File: config.mk
export PLATFORM = sky130hd
export DESIGN_NAME = adc_stream_parser
export DESIGN_NICKNAME = d
export VERILOG_FILES = /design/src/rtl/adc_stream_parser.sv
export SDC_FILE = /design/constraint.sdc
export NUM_CORES = 1
export LEC_CHECK = 0
export CORE_UTILIZATION = 45
export DETAILED_ROUTE_END_ITERATION = 10
export PLACE_DENSITY = 0.7
export SYNTH_ARGS = -nofsm -noshare
export SYNTH_HDL_FRONTEND = slang
export SYNTH_SLANG_ARGS = --single-unit
File: constraint.sdc
create_clock -name clk -period 5.4 [get_ports clk]
set_input_delay 1.08 -clock clk [delete_from_list [all_inputs] [get_ports clk]]
set_output_delay 1.08 -clock clk [all_outputs]
set_load 0.02 [all_outputs]
File: src/rtl/adc_stream_parser.sv
// Receive-side parser for the packetised ADC stream: header checks, timestamp capture, 2-record unpack.
// Define ADC_STREAM_PARSER_SEQ_CHECK_EN to enable sequence-gap counting on err_seq.
module adc_stream_parser #(
    parameter logic [7:0]  EXP_ID      = 8'hDD,
    parameter int unsigned MAX_PKT_LEN = 180,
    parameter int unsigned CNT_W       = 16
) (
    input  logic             clk,
    input  logic             rst,
    input  logic             ena,
    input  logic [63:0]      in_tdata,
    input  logic             in_tfirst,
    input  logic             in_tlast,
    input  logic             in_tvalid,
    output logic             in_tready,
    output logic [17:0]      smp_data,
    output logic [2:0]       smp_block,
    output logic [6:0]       smp_rate_div,
    output logic [3:0]       smp_ch,
    output logic [63:0]      smp_ts,
    output logic             smp_first,
    output logic             smp_valid,
    input  logic             smp_ready,
    output logic [CNT_W-1:0] pkt_count,
    output logic [CNT_W-1:0] err_id,
    output logic [CNT_W-1:0] err_len,
    output logic [CNT_W-1:0] err_seq
);
    localparam logic [15:0] MAX_LEN = 16'(MAX_PKT_LEN);

    typedef enum logic [1:0] {S_HDR, S_TS, S_PAY, S_DROP} state_t;

    state_t      state, state_n;
    logic [15:0] word_cnt, word_cnt_n;
    logic [63:0] ts_reg, ts_reg_n;
    logic [31:0] lo_hold, lo_hold_n;
    logic        lo_pend, lo_pend_n;
    logic        first_pend, first_pend_n;
    logic [31:0] rec, rec_n;
    logic [63:0] smp_ts_n;
    logic        smp_first_n, smp_valid_n;
    logic        accept, out_free, hdr_go, pay_acc;
    logic        id_inc, pkt_inc;
    logic [1:0]  len_inc;
    logic [15:0] hdr_len;

`ifdef ADC_STREAM_PARSER_SEQ_CHECK_EN
    logic [31:0] seq_reg, seq_reg_n;
    logic        seq_vld, seq_vld_n;
    logic        seq_inc;
`endif

    function automatic logic [CNT_W-1:0] sat_add(input logic [CNT_W-1:0] v, input logic [1:0] inc);
        logic [CNT_W:0] s;
        s = {1'b0, v} + {{(CNT_W-1){1'b0}}, inc};
        return s[CNT_W] ? '1 : s[CNT_W-1:0];
    endfunction

    assign out_free = !smp_valid || smp_ready;
    assign accept   = in_tvalid && in_tready;
    assign hdr_len  = in_tdata[55:40];

    always_comb begin
        if (rst)                 in_tready = 1'b0;
        else if (!ena)           in_tready = 1'b1;
        else if (state == S_PAY) in_tready = out_free && !lo_pend && (word_cnt != '0);
        else                     in_tready = 1'b1;
    end

    always_comb begin
        state_n      = state;
        word_cnt_n   = word_cnt;
        ts_reg_n     = ts_reg;
        first_pend_n = first_pend;
        lo_hold_n    = lo_hold;
        lo_pend_n    = lo_pend;
        rec_n        = rec;
        smp_ts_n     = smp_ts;
        smp_first_n  = smp_first;
        smp_valid_n  = smp_valid;
        hdr_go       = 1'b0;
        pay_acc      = 1'b0;
        id_inc       = 1'b0;
        pkt_inc      = 1'b0;
        len_inc      = '0;
`ifdef ADC_STREAM_PARSER_SEQ_CHECK_EN
        seq_reg_n    = seq_reg;
        seq_vld_n    = seq_vld;
        seq_inc      = 1'b0;
`endif
        if (!ena) begin
            state_n     = S_HDR;
            lo_pend_n   = 1'b0;
            smp_valid_n = 1'b0;
`ifdef ADC_STREAM_PARSER_SEQ_CHECK_EN
            seq_vld_n   = 1'b0;
`endif
        end else begin
            if (accept) begin
                case (state)
                    S_HDR: hdr_go = in_tfirst;
                    S_TS: begin
                        if (in_tfirst) begin
                            len_inc = len_inc + 2'd1;
                            hdr_go  = 1'b1;
                        end else if (in_tlast) begin
                            len_inc = len_inc + 2'd1;
                            state_n = S_HDR;
                        end else begin
                            ts_reg_n = in_tdata;
                            state_n  = S_PAY;
                        end
                    end
                    S_PAY: begin
                        if (in_tfirst) begin
                            len_inc = len_inc + 2'd1;
                            hdr_go  = 1'b1;
                        end else begin
                            pay_acc = 1'b1;
                            // Any tlast ends the packet; stay in PAY (count 0) until the lower record drains.
                            if (in_tlast) begin
                                if (word_cnt == 16'd1) pkt_inc = 1'b1;
                                else                   len_inc = len_inc + 2'd1;
                                word_cnt_n = '0;
                            end else if (word_cnt == 16'd1) begin
                                len_inc    = len_inc + 2'd1;
                                word_cnt_n = '0;
                                state_n    = S_DROP;
                            end else begin
                                word_cnt_n = word_cnt - 16'd1;
                            end
                        end
                    end
                    S_DROP: begin
                        if (in_tfirst)     hdr_go  = 1'b1;
                        else if (in_tlast) state_n = S_HDR;
                    end
                    default: state_n = S_HDR;
                endcase
            end else if (state == S_PAY && word_cnt == '0 && (!lo_pend || out_free)) begin
                state_n = S_HDR;
            end

            if (hdr_go) begin
                if (in_tdata[63:56] != EXP_ID) begin
                    id_inc = 1'b1;
                    if (in_tlast) len_inc = len_inc + 2'd1;
                    state_n = in_tlast ? S_HDR : S_DROP;
                end else if (hdr_len == '0 || hdr_len > MAX_LEN || in_tlast) begin
                    len_inc = len_inc + 2'd1;
                    state_n = in_tlast ? S_HDR : S_DROP;
                end else begin
                    word_cnt_n   = hdr_len;
                    first_pend_n = 1'b1;
                    state_n      = S_TS;
`ifdef ADC_STREAM_PARSER_SEQ_CHECK_EN
                    seq_inc   = seq_vld && (in_tdata[31:0] != seq_reg + 32'd1);
                    seq_reg_n = in_tdata[31:0];
                    seq_vld_n = 1'b1;
`endif
                end
            end

            if (out_free) begin
                if (pay_acc) begin
                    rec_n        = in_tdata[63:32];
                    lo_hold_n    = in_tdata[31:0];
                    lo_pend_n    = 1'b1;
                    smp_first_n  = first_pend;
                    first_pend_n = 1'b0;
                    smp_ts_n     = ts_reg;
                    smp_valid_n  = 1'b1;
                end else if (lo_pend) begin
                    rec_n       = lo_hold;
                    lo_pend_n   = 1'b0;
                    smp_first_n = 1'b0;
                    smp_valid_n = 1'b1;
                end else begin
                    smp_valid_n = 1'b0;
                end
            end
        end
    end

    always_ff @(posedge clk) begin
        if (rst) begin
            state      <= S_HDR;
            word_cnt   <= '0;
            ts_reg     <= '0;
            lo_hold    <= '0;
            lo_pend    <= 1'b0;
            first_pend <= 1'b0;
            rec        <= '0;
            smp_ts     <= '0;
            smp_first  <= 1'b0;
            smp_valid  <= 1'b0;
            pkt_count  <= '0;
            err_id     <= '0;
            err_len    <= '0;
        end else begin
            state      <= state_n;
            word_cnt   <= word_cnt_n;
            ts_reg     <= ts_reg_n;
            lo_hold    <= lo_hold_n;
            lo_pend    <= lo_pend_n;
            first_pend <= first_pend_n;
            rec        <= rec_n;
            smp_ts     <= smp_ts_n;
            smp_first  <= smp_first_n;
            smp_valid  <= smp_valid_n;
            pkt_count  <= sat_add(pkt_count, {1'b0, pkt_inc});
            err_id     <= sat_add(err_id, {1'b0, id_inc});
            err_len    <= sat_add(err_len, len_inc);
        end
    end

`ifdef ADC_STREAM_PARSER_SEQ_CHECK_EN
    always_ff @(posedge clk) begin
        if (rst) begin
            seq_reg <= '0;
            seq_vld <= 1'b0;
            err_seq <= '0;
        end else begin
            seq_reg <= seq_reg_n;
            seq_vld <= seq_vld_n;
            err_seq <= sat_add(err_seq, {1'b0, seq_inc});
        end
    end
`else
    assign err_seq = '0;
`endif

    assign smp_data     = rec[31:14];
    assign smp_block    = rec[13:11];
    assign smp_rate_div = rec[10:4];
    assign smp_ch       = rec[3:0];

endmodule

==> impl_metrics.csv, run 1 <==
group,metric,value,unit
synth,synth_top_area_cell,"dfxtp_1",
placed_design,numPortBuffers,217,
clock_tree,cts_made_buffers,28,
detailed_routing,dr.first_iter.drc_count,788,
critical_path,cp_data_required_time,5.86,ns
cells_and_area,drive_gt1_share,5.804,%
cells_and_area,finalNetCount,1634,
detailed_routing,drc,0,
critical_path,path_cells,"ha_1 > or4b_2 > nor4_2 > ha_1 > mux2i_1 > a211oi_1 > ha_1 > mux2_2 > a21oi_1 > nor3_1 > ha_1 > inv_1 > fa_1 > nor4b_1 > nand2_1 > nor2_1 > nand4_1 > buf_4 > a21oi_1",
synth,synth_edf_count,0,
synth,synth_top_area_share,48.24,%
outcome,status,"completed",
detailed_routing,ant_nets,0,
clock_tree,cts-resized-gates,0,
grt,grt_max_degree,198,
synth,yosysMostFrequentCell,"nand2_1",
cells_and_area,syn2layout_area_growth,30.52,%
synth,synth_common_cells,"nand2_1 (409), dfxtp_1 (262), a21oi_1 (223), clkbuf_1 (70), nor2_1 (63)",
die,ios,234,
timing,fin_crit_sh,89.86,%
grt,antenna_found_initial,1,
synth,synth_top_flop_cell,"dfxtp_1",
critical_path,critPathMaxStageDelay,0.61,ns
placed_design,pre_cts_ws,0.03497,ns
placed_design,hpwl,22250,um
die,die-area,24790,sq um
timing,timing.final.ws_setup,0.5476,ns
timing,fin_setup_tns,0,ns
grt,grt_pass1_wl,50850,um
critical_path,crit_arrival,5.31,ns
critical_path,endpoint_kind,"register",
timing,hold_viol,0,
die,die_h,157.4,um
synth,synthSimpleGateAreaFrac,23.79,%
synth,syn_area,10870,sq um
critical_path,critPathKind,"reg2reg",
placed_design,gp_congestion,0.9249,
pwr,p_leak,0.004690,uW
clock_tree,clock-sinks,262,
critical_path,worst_path_max_delay_cell,"or4b_2",
detailed_routing,wl_per_cell,17.45,um
timing,slew_violations,0,
critical_path,worst-r2r-setup-slack,0.55,ns
synth,ys_top_cells_by_area,"dfxtp_1 (48%), nand2_1 (14%), a21oi_1 (10%)",
synth,async_reset_ff_share,0,%
timing,skew,0.01414,ns
flow_run,drv_cap,0,
die,rows,56,
critical_path,path_common_cell,"ha_1",
grt,grt_usage,26.02,%
worst_hold_path,hp-class,"reg2reg",
clock_tree,cts_hold_buf,0,
clock_tree,cts_max_level,1,
synth,synth_xor_area_share,2.497,%
clock_tree,root_buffer,"clkbuf_16",
timing,fmax,206.1,MHz
clock_tree,cts_tree,"yes",
critical_path,worstPathMaxFanout,13,
detailed_routing,dr.pass1.iters,5,
synth,synth_compound_area_share,17.88,%
synth,yosysWarnings,0,
timing,rsz0062_at_grt,"no",
pwr,power.density,281.5,nW/um^2
clock_tree,post_cts_buffers,0,
clock_tree,cts.path.max_buffers,3,
synth,synth_mux_area_share,0.6559,%
grt,grt_pass1_vias,9332,
die,die_width,157.4,um
timing,setup-violations-final,0,
synth,syn_area_per_cell,7.977,sq um
pwr,ir_drop,0.2069,mV
die,start_util,46.05,%
detailed_routing,vias,10260,
synth,yosysSeqAreaShare,48.24,%
synth,synth_top_family_by_area,"simple AND/OR/NAND/NOR gates",
timing,layout_min_cycle_time,4.852,ns
critical_path,startpoint_type,"register",
detailed_routing,wl,32950,um
detailed_routing,via_per_inst,5.434,
clock_tree,clk_pin_slew,0.06,ns
synth,ys_seq_elements,262,
synth,synthDistinctLibCells,61,
timing,slew_headroom,21.73,%
clock_tree,clock_latency,0.55,ns
synth,synth_fa_ha_area_share,1.910,%
die,core_area,23610,sq um
synth,syn_inst,1363,
grt,grt-ovfl-total,0,
cells_and_area,fin_util,60.10,%
timing,tightest_slew,1.174,ns
==> stage by stage <==
| step | instances | instance area (sq um) | power, uW | hold slack, ns |
|---|---|---|---|---|
| floorplan | 1378 | 10930 | 2051 | 0.4316 |
| global placement | 1836 | 13270 | 2146 | 0.4361 |
| detailed placement | 1836 | 13270 | 2146 | 0.4424 |
| CTS | 1887 | 14180 | 4012 | 0.4437 |
| global route | 1888 | 14190 | 4109 | 0.4587 |
| finish | 1888 | 14190 | 3994 | 0.4471 |
==> worst max-delay path: cells and delay by family (launching register included) <==
family	cells	cell delay, ns
buffers and inverters	2	0.27
multiplexers	2	0.31
AND/OR/NAND/NOR	7	1.99
adder cells (fa/ha/maj)	5	1.44
AO/OA/AOI/OAI	3	0.34
flip-flops	1	0.41
==> cell usage in the layout, fill, tap and decap left out, types with 9 or more instances in the layout <==
cell,count
inv_1,20
xor2_1,14
clkdlybuf4s50_1,216
o21ai_0,12
and3_1,9
dfxtp_1,262
nand2_1,408
buf_4,25
nand4_1,9
nand3_1,19
nor3_1,18
xnor2_1,17
clkbuf_16,28
nor2_1,63
or4_1,9
ha_1,15
a311oi_1,36
a21oi_1,223
conb_1,16
==> cells by family after synthesis <==
family          count (synthesis)
flops                         262
buf+inv                       124
xor+xnor                       31
mux                             7
simple gates                  598
fa+ha+maj                      16
compound gates                324
other cells                     1
==> power breakdown <==
group          total (uW)  switching, uW  internal [uW]
Combinational         170            103           67.4
Clock                1890            793           1100
Sequential           1930           1.15           1930
Total                3990            896           3100
==> cell type report <==
type	instances	area, sq um
Clock buffer	41	819.5
Clock inverter	10	91.34
Tap cell	319	399.1
Timing Repair Buffer	243	2384
Sequential cell	262	5245
Fill cell	2143	9422
Inverter	20	75.07
Antenna cell	1	2.502
Multi-Input combinational cell	992	5175
==> metal layers <==
metal  share of wire, %  global-route usage (%)
met1                 44                   35.12
met2                 45                   40.94
met3                7.7                   5.672
met4                2.8                   8.923
met5                  0                       0
==> final timing paths <==
| path | startpoint | end | depth (start not counted) |
|---|---|---|---|
| max | word_cnt[0] | err_len[13] | 19 |
| min | ts_reg[39] | smp_ts[39] | 2 |
| max reg2reg | word_cnt[0] | err_len[13] | 19 |
| min reg2reg | ts_reg[39] | smp_ts[39] | 2 |
Note: power is estimated with default switching activity, not from simulation.
==> inputs of run 2 (changes only) <==
- RECOVER_POWER: default -> 50
==> impl_metrics.csv, run 2 (synthesis gave the netlist of run 1 again) <==
group,metric,value,unit
timing,slew_violations,198,
critical_path,worst_path_max_delay_cell,"or4b_2",
grt,grt_pass1_wl,50850,um
critical_path,startpoint_type,"register",
clock_tree,post_cts_buffers,0,
detailed_routing,wl_per_cell,17.43,um
critical_path,critPathMaxStageDelay,0.62,ns
cells_and_area,fin_util,59.86,%
pwr,power.density,282.2,nW/um^2
grt,antenna_found_initial,1,
placed_design,hpwl,22250,um
die,rows,56,
critical_path,crit_arrival,5.31,ns
timing,rsz0062_at_grt,"no",
clock_tree,root_buffer,"clkbuf_16",
cells_and_area,seq_area,5245,sq um
cells_and_area,finalNetCount,1634,
timing,skew,0.01467,ns
timing,layout_min_cycle_time,4.854,ns
critical_path,r2r_cells,19,
critical_path,worst-r2r-setup-slack,0.55,ns
outcome,status,"finished with violations",
detailed_routing,dr.first_iter.drc_count,772,
critical_path,endpoint_kind,"register",
die,die_h,157.4,um
timing,fin_hold_ws,0.4475,ns
cells_and_area,most-common-layout-cells,"nand2_1 (408), dfxtp_1 (262), a21oi_1 (225), dlygate4sd3_1 (148), clkdlybuf4s50_1 (68)",
timing,slew_headroom,-36.37,%
cells_and_area,multi_input_area,5132,sq um
flow_run,drv_cap,3,
clock_tree,clock-sinks,262,
cells_and_area,fillers,2158,
detailed_routing,via_per_inst,5.434,
detailed_routing,drc,0,
grt,grt_max_degree,198,
critical_path,worstReg2RegEnd,"err_len[13]",
cells_and_area,drive_gt1_share,5.357,%
timing,timing.final.ws_setup,0.5462,ns
worst_hold_path,hp-class,"reg2reg",
grt,grt_usage,26.02,%
clock_tree,clock_latency,0.55,ns
clock_tree,cts-resized-gates,0,
timing,hold_viol,0,
die,ios,234,
critical_path,path_cells,"ha_1 > or4b_2 > nor4_2 > ha_1 > mux2i_1 > a211oi_1 > ha_1 > mux2_2 > a21oi_1 > nor3_1 > ha_1 > inv_1 > fa_1 > nor4b_1 > nand2_1 > nor2_1 > nand4_1 > buf_4 > a21oi_1",
detailed_routing,wl,32910,um
placed_design,pre_cts_ws,0.03497,ns
detailed_routing,vias,10260,
clock_tree,cts_tree,"yes",
worst_hold_path,worstHoldStart,"ts_reg[45]",
cells_and_area,layout_commonest_cell,"nand2_1",
clock_tree,cts_max_level,1,
clock_tree,clk_pin_slew,0.06,ns
grt,grt-ovfl-total,0,
die,core_area,23610,sq um
critical_path,startpoint,"word_cnt[0]",
placed_design,numPortBuffers,217,
critical_path,path_buf_inv,2,
critical_path,critical-path-top-delay-family,"simple AND/OR/NAND/NOR gates",
critical_path,critPathKind,"reg2reg",
critical_path,worstPathMaxFanout,13,
detailed_routing,dr.pass1.iters,5,
clock_tree,cts_made_buffers,28,
outcome,violations,"capacitance limit, slew limit",
timing,tightest_slew,2.046,ns
pwr,ir_drop,0.2063,mV
timing,setup-violations-final,0,
die,die_width,157.4,um
critical_path,cp_data_required_time,5.86,ns
timing,fin_crit_sh,89.89,%
critical_path,path_depth,19,
critical_path,r2r-start,"word_cnt[0]",
timing,fmax,206.0,MHz
clock_tree,cts_hold_buf,0,
die,start_util,46.05,%
pwr,p_leak,0.005189,uW
timing,fin_setup_tns,0,ns
die,die-area,24790,sq um
placed_design,gp_congestion,0.9249,
critical_path,path_common_cell,"ha_1",
detailed_routing,ant_nets,0,
cells_and_area,syn2layout_area_growth,29.99,%
critical_path,crit_end,"err_len[13]",
grt,grt_pass1_vias,9332,
clock_tree,cts.path.max_buffers,3,
-- run 2: cell count changes in the layout (fill, tap and decap cells not counted), moves of 2 or more --
cell / before / now
clkdlybuf4s50_1: 216 / 68
clkbuf_1: 6 / 10
buf_4: 25 / 20
a21oi_4: 2 / 0
dlygate4sd3_1: 0 / 148
a21oi_1: 223 / 225
-- run 2: area by class of cell --
cell class                 instances  share of cell area, %
inverter                          20                 0.5312
tap                              319                  2.824
antenna                            1                0.01771
multi-input combinational        992                  36.31
clock inverter                    10                 0.6462
sequential                       262                  37.11
clock buffer                      41                  5.798
timing repair buffer             243                  16.76
-- run 2: metal layers --
| layer | GRT usage (%) | part of all wire, % | wire length (um) |
|---|---|---|---|
| met2 | 40.94 | 46 | 14990 |
| met5 | 0 | 0 | 0 |
| met4 | 8.923 | 3.0 | 993 |
| met1 | 35.12 | 44 | 14470 |
| met3 | 5.672 | 7.4 | 2451 |
-- run 2: stage by stage --
stage               power (uW)  std cells  cell area [sq um]
finish                    3989       1888              14130
global route              4106       1888              14130
CTS                       4012       1887              14180
detailed placement        2146       1836              13270
global placement          2146       1836              13270
floorplan                 2051       1378              10930
-- run 2: worst register-to-register path: stages (launching register included) --
cell and delay [ns]:
dfxtp_1 0.41, ha_1 0.19, or4b_2 0.62, nor4_2 0.28
ha_1 0.30, mux2i_1 0.18, a211oi_1 0.13, ha_1 0.29
mux2_2 0.14, a21oi_1 0.06, nor3_1 0.19, ha_1 0.21
inv_1 0.06, fa_1 0.44, nor4b_1 0.45, nand2_1 0.16
nor2_1 0.19, nand4_1 0.11, buf_4 0.21, a21oi_1 0.15
-- run 2: how the worst min path moves through the flow --
stage	slack, ns	end	cells after the start
CTS	0.44	smp_ts[45]	2
global placement	0.44	smp_ts[49]	2
global route	0.46	smp_ts[45]	2
finish	0.45	smp_ts[45]	2
floorplan	0.43	smp_first	2
detailed placement	0.44	smp_ts[34]	2
-- run 2: report_power, final --
part	internal, uW	switching [uW]
combinational	65.9	101
sequential	1930	1.12
clock	1100	790
total	3100	893
==> inputs of run 3 (changes only) <==
- SKIP_LAST_GASP: default -> 1
==> results of run 3 <==
No change in the layout: final DEF, timing and power equal those of run 2.
